`config.mk`:
```
export PLATFORM = sky130hd
export DESIGN_NAME = stream_demux_w_qos
export DESIGN_NICKNAME = d
export VERILOG_FILES = /design/src/rtl/stream_pkg.sv /design/src/rtl/stream_reg_slice.sv /design/src/rtl/stream_demux_w_qos.sv
export SDC_FILE = /design/constraint.sdc
export NUM_CORES = 1
export LEC_CHECK = 0
export BUFFER_PORTS_ARGS = -buffer_cell sky130_fd_sc_hd__buf_2
export CAP_MARGIN = 10
export CORE_UTILIZATION = 35
export CTS_BUF_LIST = sky130_fd_sc_hd__clkbuf_4 sky130_fd_sc_hd__clkbuf_8
export DETAILED_ROUTE_END_ITERATION = 6
export SYNTH_ARGS = -nofsm -noshare
export SYNTH_HDL_FRONTEND = slang
export SYNTH_SLANG_ARGS = --single-unit
export TNS_END_PERCENT = 1
```
`constraint.sdc`:
```
create_clock -name clk -period 1.71 [get_ports clk]
set_clock_uncertainty 0.2 [all_clocks]
set_input_delay 0.0855 -clock clk [delete_from_list [all_inputs] [get_ports clk]]
set_output_delay 0.0855 -clock clk [all_outputs]
set_load 0.01 [all_outputs]
```
`src/rtl/stream_pkg.sv`:
```
// Shared FSM state encoding and parameter defaults for the QoS stream demux.
package stream_pkg;

    typedef enum logic [1:0] {
        IDLE  = 2'd0,
        ROUTE = 2'd1,
        DROP  = 2'd2
    } state_t;

    localparam int DEF_T_DATA_WIDTH = 4;
    localparam int DEF_T_QOS__WIDTH = 2;
    localparam int DEF_STREAM_COUNT = 2;

endpackage

```
`src/rtl/stream_reg_slice.sv`:
```
// One-entry valid/ready register slice; 1-cycle latency, full throughput.
// Accepts a new beat when empty or when the held beat leaves in the same cycle.
module stream_reg_slice #(
    parameter int W = 8
) (
    input  logic         clk,
    input  logic         rst,
    input  logic [W-1:0] in_dat,
    input  logic         in_vld,
    output logic         in_rdy,
    output logic [W-1:0] out_dat,
    output logic         out_vld,
    input  logic         out_rdy
);

    logic         vld_q;
    logic [W-1:0] dat_q;

    assign in_rdy  = !vld_q || out_rdy;
    assign out_vld = vld_q;
    assign out_dat = dat_q;

    always_ff @(posedge clk) begin
        if (rst) begin
            vld_q <= 1'b0;
            dat_q <= '0;
        end else if (in_rdy) begin
            vld_q <= in_vld;
            if (in_vld) begin
                dat_q <= in_dat;
            end
        end
    end

endmodule

```
`src/rtl/stream_demux_w_qos.sv`:
```
// Packet demux: first beat's id locks the route, out-of-range ids drop the packet; 1-cycle latency.
// Backpressure from the selected output stalls the input; a packet being dropped is always accepted.
module stream_demux_w_qos
    import stream_pkg::*;
#(
    parameter int T_DATA_WIDTH = DEF_T_DATA_WIDTH,
    parameter int T_QOS__WIDTH = DEF_T_QOS__WIDTH,
    parameter int STREAM_COUNT = DEF_STREAM_COUNT,
    parameter int T_ID___WIDTH = $clog2(STREAM_COUNT)
) (
    input  logic                                       clk,
    input  logic                                       rst,
    input  logic [T_DATA_WIDTH-1:0]                    s_data_in,
    input  logic [T_QOS__WIDTH-1:0]                    s_qos_in,
    input  logic [T_ID___WIDTH-1:0]                    s_id_in,
    input  logic                                       s_last_in,
    input  logic                                       s_valid_in,
    output logic                                       s_ready_out,
    output logic [STREAM_COUNT-1:0][T_DATA_WIDTH-1:0]  m_data_out,
    output logic [STREAM_COUNT-1:0][T_QOS__WIDTH-1:0]  m_qos_out,
    output logic [STREAM_COUNT-1:0]                    m_last_out,
    output logic [STREAM_COUNT-1:0]                    m_valid_out,
    input  logic [STREAM_COUNT-1:0]                    m_ready_in,
    output logic                                       drop_pulse_out
);

    typedef struct packed {
        logic [T_DATA_WIDTH-1:0] dat;
        logic [T_QOS__WIDTH-1:0] qos;
        logic                    last;
        logic [T_ID___WIDTH-1:0] id;
    } beat_t;

    localparam int BEAT_W = $bits(beat_t);

    state_t                  state;
    logic [T_ID___WIDTH-1:0] route_id;
    logic                    id_ok;
    logic                    route_beat;
    logic                    accept;
    logic                    slice_in_vld;
    logic                    slice_in_rdy;
    logic                    slice_out_vld;
    logic                    sel_rdy;
    beat_t                   in_beat;
    beat_t                   buf_beat;

    assign id_ok = 32'(s_id_in) < 32'(STREAM_COUNT);

    // A beat reaches the register only while routing or when it opens a routable packet.
    assign route_beat   = (state == ROUTE) || ((state == IDLE) && id_ok);
    assign s_ready_out  = !rst && ((state == DROP) || slice_in_rdy);
    assign accept       = s_valid_in && s_ready_out;
    assign slice_in_vld = s_valid_in && !rst && route_beat;

    // Discarded beats are either in DROP or open an unroutable packet in IDLE.
    assign drop_pulse_out = accept && s_last_in && !route_beat;

    always_comb begin
        in_beat      = '0;
        in_beat.dat  = s_data_in;
        in_beat.qos  = s_qos_in;
        in_beat.last = s_last_in;
        in_beat.id   = (state == ROUTE) ? route_id : s_id_in;
    end

    always_ff @(posedge clk) begin
        if (rst) begin
            state    <= IDLE;
            route_id <= '0;
        end else if (accept) begin
            case (state)
                IDLE: begin
                    if (id_ok) begin
                        route_id <= s_id_in;
                        state    <= s_last_in ? IDLE : ROUTE;
                    end else begin
                        state    <= s_last_in ? IDLE : DROP;
                    end
                end
                ROUTE, DROP: begin
                    if (s_last_in) begin
                        state <= IDLE;
                    end
                end
                default: state <= IDLE;
            endcase
        end
    end

    stream_reg_slice #(
        .W (BEAT_W)
    ) u_slice (
        .clk     (clk),
        .rst     (rst),
        .in_dat  (in_beat),
        .in_vld  (slice_in_vld),
        .in_rdy  (slice_in_rdy),
        .out_dat (buf_beat),
        .out_vld (slice_out_vld),
        .out_rdy (sel_rdy)
    );

    // Only the destination of the held beat may release it.
    always_comb begin
        sel_rdy = 1'b0;
        for (int i = 0; i < STREAM_COUNT; i++) begin
            if ((buf_beat.id == T_ID___WIDTH'(i)) && m_ready_in[i]) begin
                sel_rdy = 1'b1;
            end
        end
    end

    always_comb begin
        m_data_out  = '0;
        m_qos_out   = '0;
        m_last_out  = '0;
        m_valid_out = '0;
        for (int i = 0; i < STREAM_COUNT; i++) begin
            if (slice_out_vld && !rst && (buf_beat.id == T_ID___WIDTH'(i))) begin
                m_valid_out[i] = 1'b1;
                m_data_out[i]  = buf_beat.dat;
                m_qos_out[i]   = buf_beat.qos;
                m_last_out[i]  = buf_beat.last;
            end
        end
    end

endmodule

```
# [Yosys cells after proc, flatten, opt, wreduce, memory -nomap -nowiden]
# Cells that the tools add are included.
[word_totals] regBits=12 inputBits=13 out_inout_bits=18 word_cells=44
[classes] eq_ne=3 muxes=14 bitwise=1 n_reduce_logical=22
[op_table] operator="$logic_and A1 B1 Y1" n=11
[op_table] operator="$mux W1" n=8
[op_table] operator="$mux W4" n=2
[op_table] operator="$mux W2" n=3
[op_table] operator="$reduce_and A2 Y1" n=3
[op_table] operator="$pmux W2 S2" n=1
[op_table] operator="$logic_not A1 Y1" n=3
[op_table] operator="$logic_or A1 B1 Y1" n=3
[op_table] operator="$eq A2 B1 Y1 const B" n=1
[op_table] operator="$eq A2 B2 Y1 const B" n=1
[op_table] operator="$logic_not A2 Y1" n=1
[op_table] operator="$ne A2 B2 Y1 const B" n=1
[op_table] operator="$reduce_or A2 Y1" n=1
[op_table] operator="$not A1 Y1" n=1

# [Longest topological paths before layout]
[logic_depth] depth_word=10 ltp_mapped=4

# [By module]
# A second synthesis with hierarchy kept.
[unflattened] hier_cells=72 hier_area_um2=685.7
[modules_own_cells] mod="stream_reg_slice" instances=1 cells_each=41 area_per_inst_um2=441.7
[modules_own_cells] mod="stream_demux_w_qos" instances=1 cells_each=31 area_per_inst_um2=244.0

# [Worst setup path after synthesis]
# OpenSTA, ideal clock, no wires.
[synth_path] path_type="reg-to-reg" start="register u_slice.dat_q[0] (netlist: u_slice.out_dat[0])" end="register u_slice.dat_q[1] (netlist: u_slice.out_dat[1])" setup_ns=0.121 arrival_time_ns=1.249 slack_ns=0.140 path_stages_with_launch=5 period_less_slack_ns=1.570 cell_sequence="dfxtp_1 -> mux2i_1 -> a211o_1 -> buf_6 -> mux2_4"
[synth_via] elab_chain_cells=6
[synth_lines] element="start: declaration" line_no="stream_reg_slice.sv:17" source="logic [W-1:0] dat_q;"
[synth_lines] element="start signal: assignment" line_no="stream_reg_slice.sv:30" source="dat_q <= in_dat;"
[synth_lines] element="$not A1 Y1" line_no="stream_demux_w_qos.sv:108" source="if ((buf_beat.id == T_ID___WIDTH'(i)) && m_ready_in[i]) begin"
[synth_lines] element="$logic_and A1 B1 Y1" line_no="stream_demux_w_qos.sv:108"
[synth_lines] element="$mux W1" line_no="stream_demux_w_qos.sv:108"
[synth_lines] element="$mux W1 (*)" line_no="stream_demux_w_qos.sv:108"
[synth_lines] element="$logic_or A1 B1 Y1 (*)" line_no="stream_reg_slice.sv:19" source="assign in_rdy = !vld_q || out_rdy;"
[synth_lines] element="$reduce_and A2 Y1 (no line) (*)"
# Every way passes the cells marked *; elsewhere a longest branch is shown, timed or not.
# A chain may end at the register's enable or synchronous reset.

# [Final worst setup path]
[layout_path] start="register u_slice.dat_q[0] (netlist: u_slice.out_dat[0])" end="register u_slice.dat_q[4] (netlist: u_slice.out_dat[4])"
# The elaborated chain is that of the path after synthesis.

==> impl_results.html <==
<table>
<tr><th>Metric</th><th>Value</th></tr>
<tr><th colspan="2">Yosys</th></tr>
<tr><td>Simple-gate portion of the synthesized area</td><td>0.291</td></tr>
<tr><td>Seq cells post-synth</td><td>11</td></tr>
<tr><td>Synth unique cells</td><td>18</td></tr>
<tr><td>Cell count after synthesis</td><td>61</td></tr>
<tr><td>Post-synthesis average cell area</td><td>10.1 µm²</td></tr>
<tr><td>Sequential fraction of the synthesis area</td><td>0.358</td></tr>
<tr><td>Fraction of post-synthesis cell area in the top cell type by area</td><td>0.358</td></tr>
<tr><td>Largest family of logic cells by synthesized area</td><td>simple AND/OR/NAND/NOR gates</td></tr>
<tr><td>Most instantiated library cell after synthesis</td><td>sky130_fd_sc_hd__and2_1</td></tr>
<tr><td>Leading post-synthesis cells by cell area</td><td>sky130_fd_sc_hd__dfxtp_1, sky130_fd_sc_hd__mux2_4, sky130_fd_sc_hd__and2_1, sky130_fd_sc_hd__mux2i_1, sky130_fd_sc_hd__nor2b_1</td></tr>
<tr><td>Synthesized-area fraction occupied by adder cells</td><td>0</td></tr>
<tr><td>Count of flip-flops with a built-in enable after synthesis</td><td>0</td></tr>
<tr><td>Syn. warnings</td><td>0</td></tr>
<tr><td>Post-synth top cells</td><td>sky130_fd_sc_hd__and2_1, sky130_fd_sc_hd__dfxtp_1, sky130_fd_sc_hd__mux2_4, sky130_fd_sc_hd__nor2b_1, sky130_fd_sc_hd__mux2i_1</td></tr>
<tr><td>Synthesized netlist net count</td><td>74</td></tr>
<tr><td>Primary flip-flop cell chosen by synthesis mapping</td><td>sky130_fd_sc_hd__dfxtp_1</td></tr>
<tr><td>FFs w/ async S/R, synth</td><td>0</td></tr>
<tr><td>Cell type with the highest aggregate area in the netlist</td><td>sky130_fd_sc_hd__dfxtp_1</td></tr>
<tr><td>Compound-cell area share of the yosys netlist</td><td>0.0428</td></tr>
<tr><td>Xor-xnor portion of the synthesized cell area</td><td>0</td></tr>
<tr><td>Fraction of synthesized area in multiplexers</td><td>0.253</td></tr>
<tr><td>Syn Std Cell Area</td><td>614 µm²</td></tr>
<tr><th colspan="2">Place</th></tr>
<tr><td>Final estimated routing congestion in global placement</td><td>0.689</td></tr>
<tr><td>IO Port Bufs</td><td>29</td></tr>
<tr><td>Standard cell area after detailed placement</td><td>768 µm²</td></tr>
<tr><td>Half-perimeter wire length after placement</td><td>815 µm</td></tr>
<tr><th colspan="2">Layout</th></tr>
<tr><td>Sequential standard cell area</td><td>220 µm²</td></tr>
<tr><td>Fill cell count</td><td>145</td></tr>
<tr><td>Post-Layout Inst Area</td><td>900 µm²</td></tr>
<tr><td>Share of layout cells above drive strength 1</td><td>0.431</td></tr>
<tr><td>Final-stage net count</td><td>116</td></tr>
<tr><td># diodes</td><td>0</td></tr>
<tr><td>Layout overhead on the synthesized area</td><td>46.4%</td></tr>
<tr><td>Combined area of the multi-input logic cells</td><td>365 µm²</td></tr>
<tr><td>Utilization after layout</td><td>0.571</td></tr>
<tr><th colspan="2">Setup path</th></tr>
<tr><td>Critical Path End Type</td><td>flop</td></tr>
<tr><td>Start-to-end type of the worst setup path</td><td>reg2reg</td></tr>
<tr><td>CP max FO</td><td>9</td></tr>
<tr><td>Worst path arrival time</td><td>1.57 ns</td></tr>
<tr><td>CP Launch Type</td><td>flop</td></tr>
<tr><td>Required arrival time at the worst endpoint</td><td>1.68 ns</td></tr>
<tr><th colspan="2">Drt</th></tr>
<tr><td>Number of remaining DRC errors</td><td>5</td></tr>
<tr><td>Count of routing violations after the opening detailed-route iteration</td><td>5</td></tr>
<tr><td>Antenna Nets Post-Route</td><td>0</td></tr>
<tr><td>Average detailed-routed wire length per instance</td><td>10.5 µm</td></tr>
<tr><td>Final Routed Wirelength</td><td>1240 µm</td></tr>
<tr><td>DR vias</td><td>537</td></tr>
<tr><td>Number of search-and-repair iterations in the first detailed-routing pass</td><td>5</td></tr>
<tr><td>Vias per std cell</td><td>4.55</td></tr>
<tr><th colspan="2">Clock tree</th></tr>
<tr><td>Worst-skew pair later-pin latency</td><td>0.27 ns</td></tr>
<tr><td>CTS max path bufs</td><td>2</td></tr>
<tr><td>Clock slew seen by the registers of the worst setup and hold paths</td><td>0.07 ns</td></tr>
<tr><td>Num CTS Buffers</td><td>3</td></tr>
<tr><td>CTS HTree Levels</td><td>1</td></tr>
<tr><td>Number of sinks driven by the clock tree</td><td>11</td></tr>
<tr><td>Buffer cell driving the clock tree root</td><td>sky130_fd_sc_hd__clkbuf_4</td></tr>
<tr><td>CTS tree</td><td>built</td></tr>
<tr><th colspan="2">STA</th></tr>
<tr><td>Unrepaired setup endpoints after global routing</td><td>no</td></tr>
<tr><td>Final hold slack</td><td>0.0844 ns</td></tr>
<tr><td>Minimum period implied by the final worst setup slack</td><td>1.60 ns</td></tr>
<tr><td>Final critical-path share of the clock period</td><td>0.937</td></tr>
<tr><td>Hold violation total from the final report</td><td>0</td></tr>
<tr><td>FMAX</td><td>624 MHz</td></tr>
<tr><td>Total negative setup slack</td><td>0 ns</td></tr>
<tr><td>Final setup viols</td><td>0</td></tr>
<tr><td>Number of max-slew violations in the final report</td><td>0</td></tr>
<tr><th colspan="2">Die</th></tr>
<tr><td>Area of the core</td><td>1580 µm²</td></tr>
<tr><td>Area of the die</td><td>1930 µm²</td></tr>
<tr><td>Initial Utilization</td><td>0.390</td></tr>
<tr><td>Vertical die dimension</td><td>43.9 µm</td></tr>
<tr><td>IO Pins</td><td>31</td></tr>
<tr><td>Die width</td><td>43.9 µm</td></tr>
<tr><td>Row count</td><td>14</td></tr>
<tr><th colspan="2">GRT</th></tr>
<tr><td>Global-route wire length before repair</td><td>2050 µm</td></tr>
<tr><td>Global-route usage over all layers</td><td>0.153</td></tr>
<tr><td>GR met1 Demand/Resource</td><td>0.179</td></tr>
<tr><td>Number of antenna violations at the first check in global routing</td><td>0</td></tr>
<tr><td>Routing layer with the top usage in global route</td><td>met2</td></tr>
<tr><td>Pin count of the biggest net entering global routing</td><td>17</td></tr>
<tr><td>Number of global-route vias before repair</td><td>493</td></tr>
<tr><td>Met2 GRT Util</td><td>0.242</td></tr>
<tr><td>Global Route met3 Usage</td><td>0.0625</td></tr>
<tr><td>GRT overflow</td><td>0</td></tr>
<tr><th colspan="2">Power</th></tr>
<tr><td>Total power</td><td>0.000606 W</td></tr>
<tr><td>Power density over the cells</td><td>674 nW/µm²</td></tr>
<tr><td>Sw Pwr</td><td>0.000149 W</td></tr>
<tr><td>Power share of the sequential group</td><td>0.479</td></tr>
<tr><td>Internal power of the cells</td><td>0.000458 W</td></tr>
<tr><td>Leakage Power</td><td>0.483 nW</td></tr>
<tr><td>Power share of the clock group</td><td>0.329</td></tr>
<tr><td>Combinational cell fraction of total power</td><td>0.192</td></tr>
<tr><td>Max rail drop VDD</td><td>0.526 mV</td></tr>
<tr><td>Switching portion of total power</td><td>0.245</td></tr>
<tr><th colspan="2">Status</th></tr>
<tr><td>Violated checks</td><td>DRC</td></tr>
<tr><td>Result of the run</td><td>finished, violations left</td></tr>
<tr><th colspan="2">Run</th></tr>
<tr><td># Max-Cap Violations</td><td>0</td></tr>
<tr><th colspan="2">Worst hold path</th></tr>
<tr><td>Worst min path class</td><td>in2reg</td></tr>
</table>
==> placed cells by master, fill, tap and decap left out, types with 2 or more instances in the layout <==
master / instances
sky130_fd_sc_hd__a21oi_1: 2
sky130_fd_sc_hd__and2_1: 14
sky130_fd_sc_hd__buf_2: 29
sky130_fd_sc_hd__buf_4: 2
sky130_fd_sc_hd__clkbuf_4: 4
sky130_fd_sc_hd__dfxtp_1: 11
sky130_fd_sc_hd__dlygate4sd3_1: 10
sky130_fd_sc_hd__mux2_4: 7
sky130_fd_sc_hd__mux2i_1: 5
sky130_fd_sc_hd__nand2b_1: 3
sky130_fd_sc_hd__nor2b_1: 7
==> logic make-up (layout without fill, tap and decap cells) <==
| family | Yosys count | in the layout |
|---|---|---|
| buffers and inverters | 5 | 46 |
| flip-flops | 11 | 11 |
| multiplexers | 12 | 12 |
| AND/OR/NAND/NOR | 28 | 28 |
| other | 1 | 1 |
| AO/OA/AOI/OAI | 4 | 4 |
==> routing by layer <==
layer  share of wire  routed length (µm)
met1            0.47                 580
met2            0.44                 551
met3           0.076                  94
met4           0.010                  13
met5               0                   0
==> metrics by stage <==
| stage | instances | worst slack [ns] |
|---|---|---|
| finish | 118 | 0.107 |
| global route | 118 | 0.0173 |
| CTS | 118 | 0.0990 |
| detailed placement | 104 | -0.0397 |
| global placement | 104 | 0.0119 |
| floorplan | 61 | 0.140 |
==> what timing repair did <==
action	CTS	global route
hold buffers	10	0
endpoints found under the hold margin	11	0
setup buffers	0	0
resized for setup	1	0
endpoints found under the setup margin	7	0
==> flip-flops by register name (all words and copies together), names as in the netlist <==
name / flops
route_id: 1
u_slice.out_dat: 8
state: 1
u_slice.out_vld: 1
==> critical path: stages (launching register included) <==
cell,delay [ns]
sky130_fd_sc_hd__dfxtp_1,0.38
sky130_fd_sc_hd__mux2i_1,0.25
sky130_fd_sc_hd__a211o_2,0.33
sky130_fd_sc_hd__mux2_4,0.32
==> final cells by class <==
class,count,share of cell area
Clock buffer,4,0.0334
Inverter,1,0.00417
Multi-Input combinational cell,45,0.406
Sequential cell,11,0.245
Tap cell,16,0.0223
Timing Repair Buffer,41,0.289
==> final timing paths <==
check | startpoint | end | slack [ns] | depth (start not counted)
min reg2reg | route_id | route_id | 0.29 | 2
max | u_slice.out_dat[0] | u_slice.out_dat[4] | 0.11 | 3
min | rst | u_slice.out_dat[0] | 0.08 | 3
max reg2reg | u_slice.out_dat[0] | u_slice.out_dat[4] | 0.11 | 3
==> power groups by stage <==
stage | combinational, W | sequential [W] | clock (W)
global placement | 0.0000984 | 0.000296 | 0
global route | 0.000128 | 0.000294 | 0.000218
CTS | 0.000118 | 0.000291 | 0.000208
floorplan | 0.0000704 | 0.000293 | 0
finish | 0.000117 | 0.000291 | 0.000199
detailed placement | 0.0000993 | 0.000297 | 0
Power figures use the tool's default switching activity.
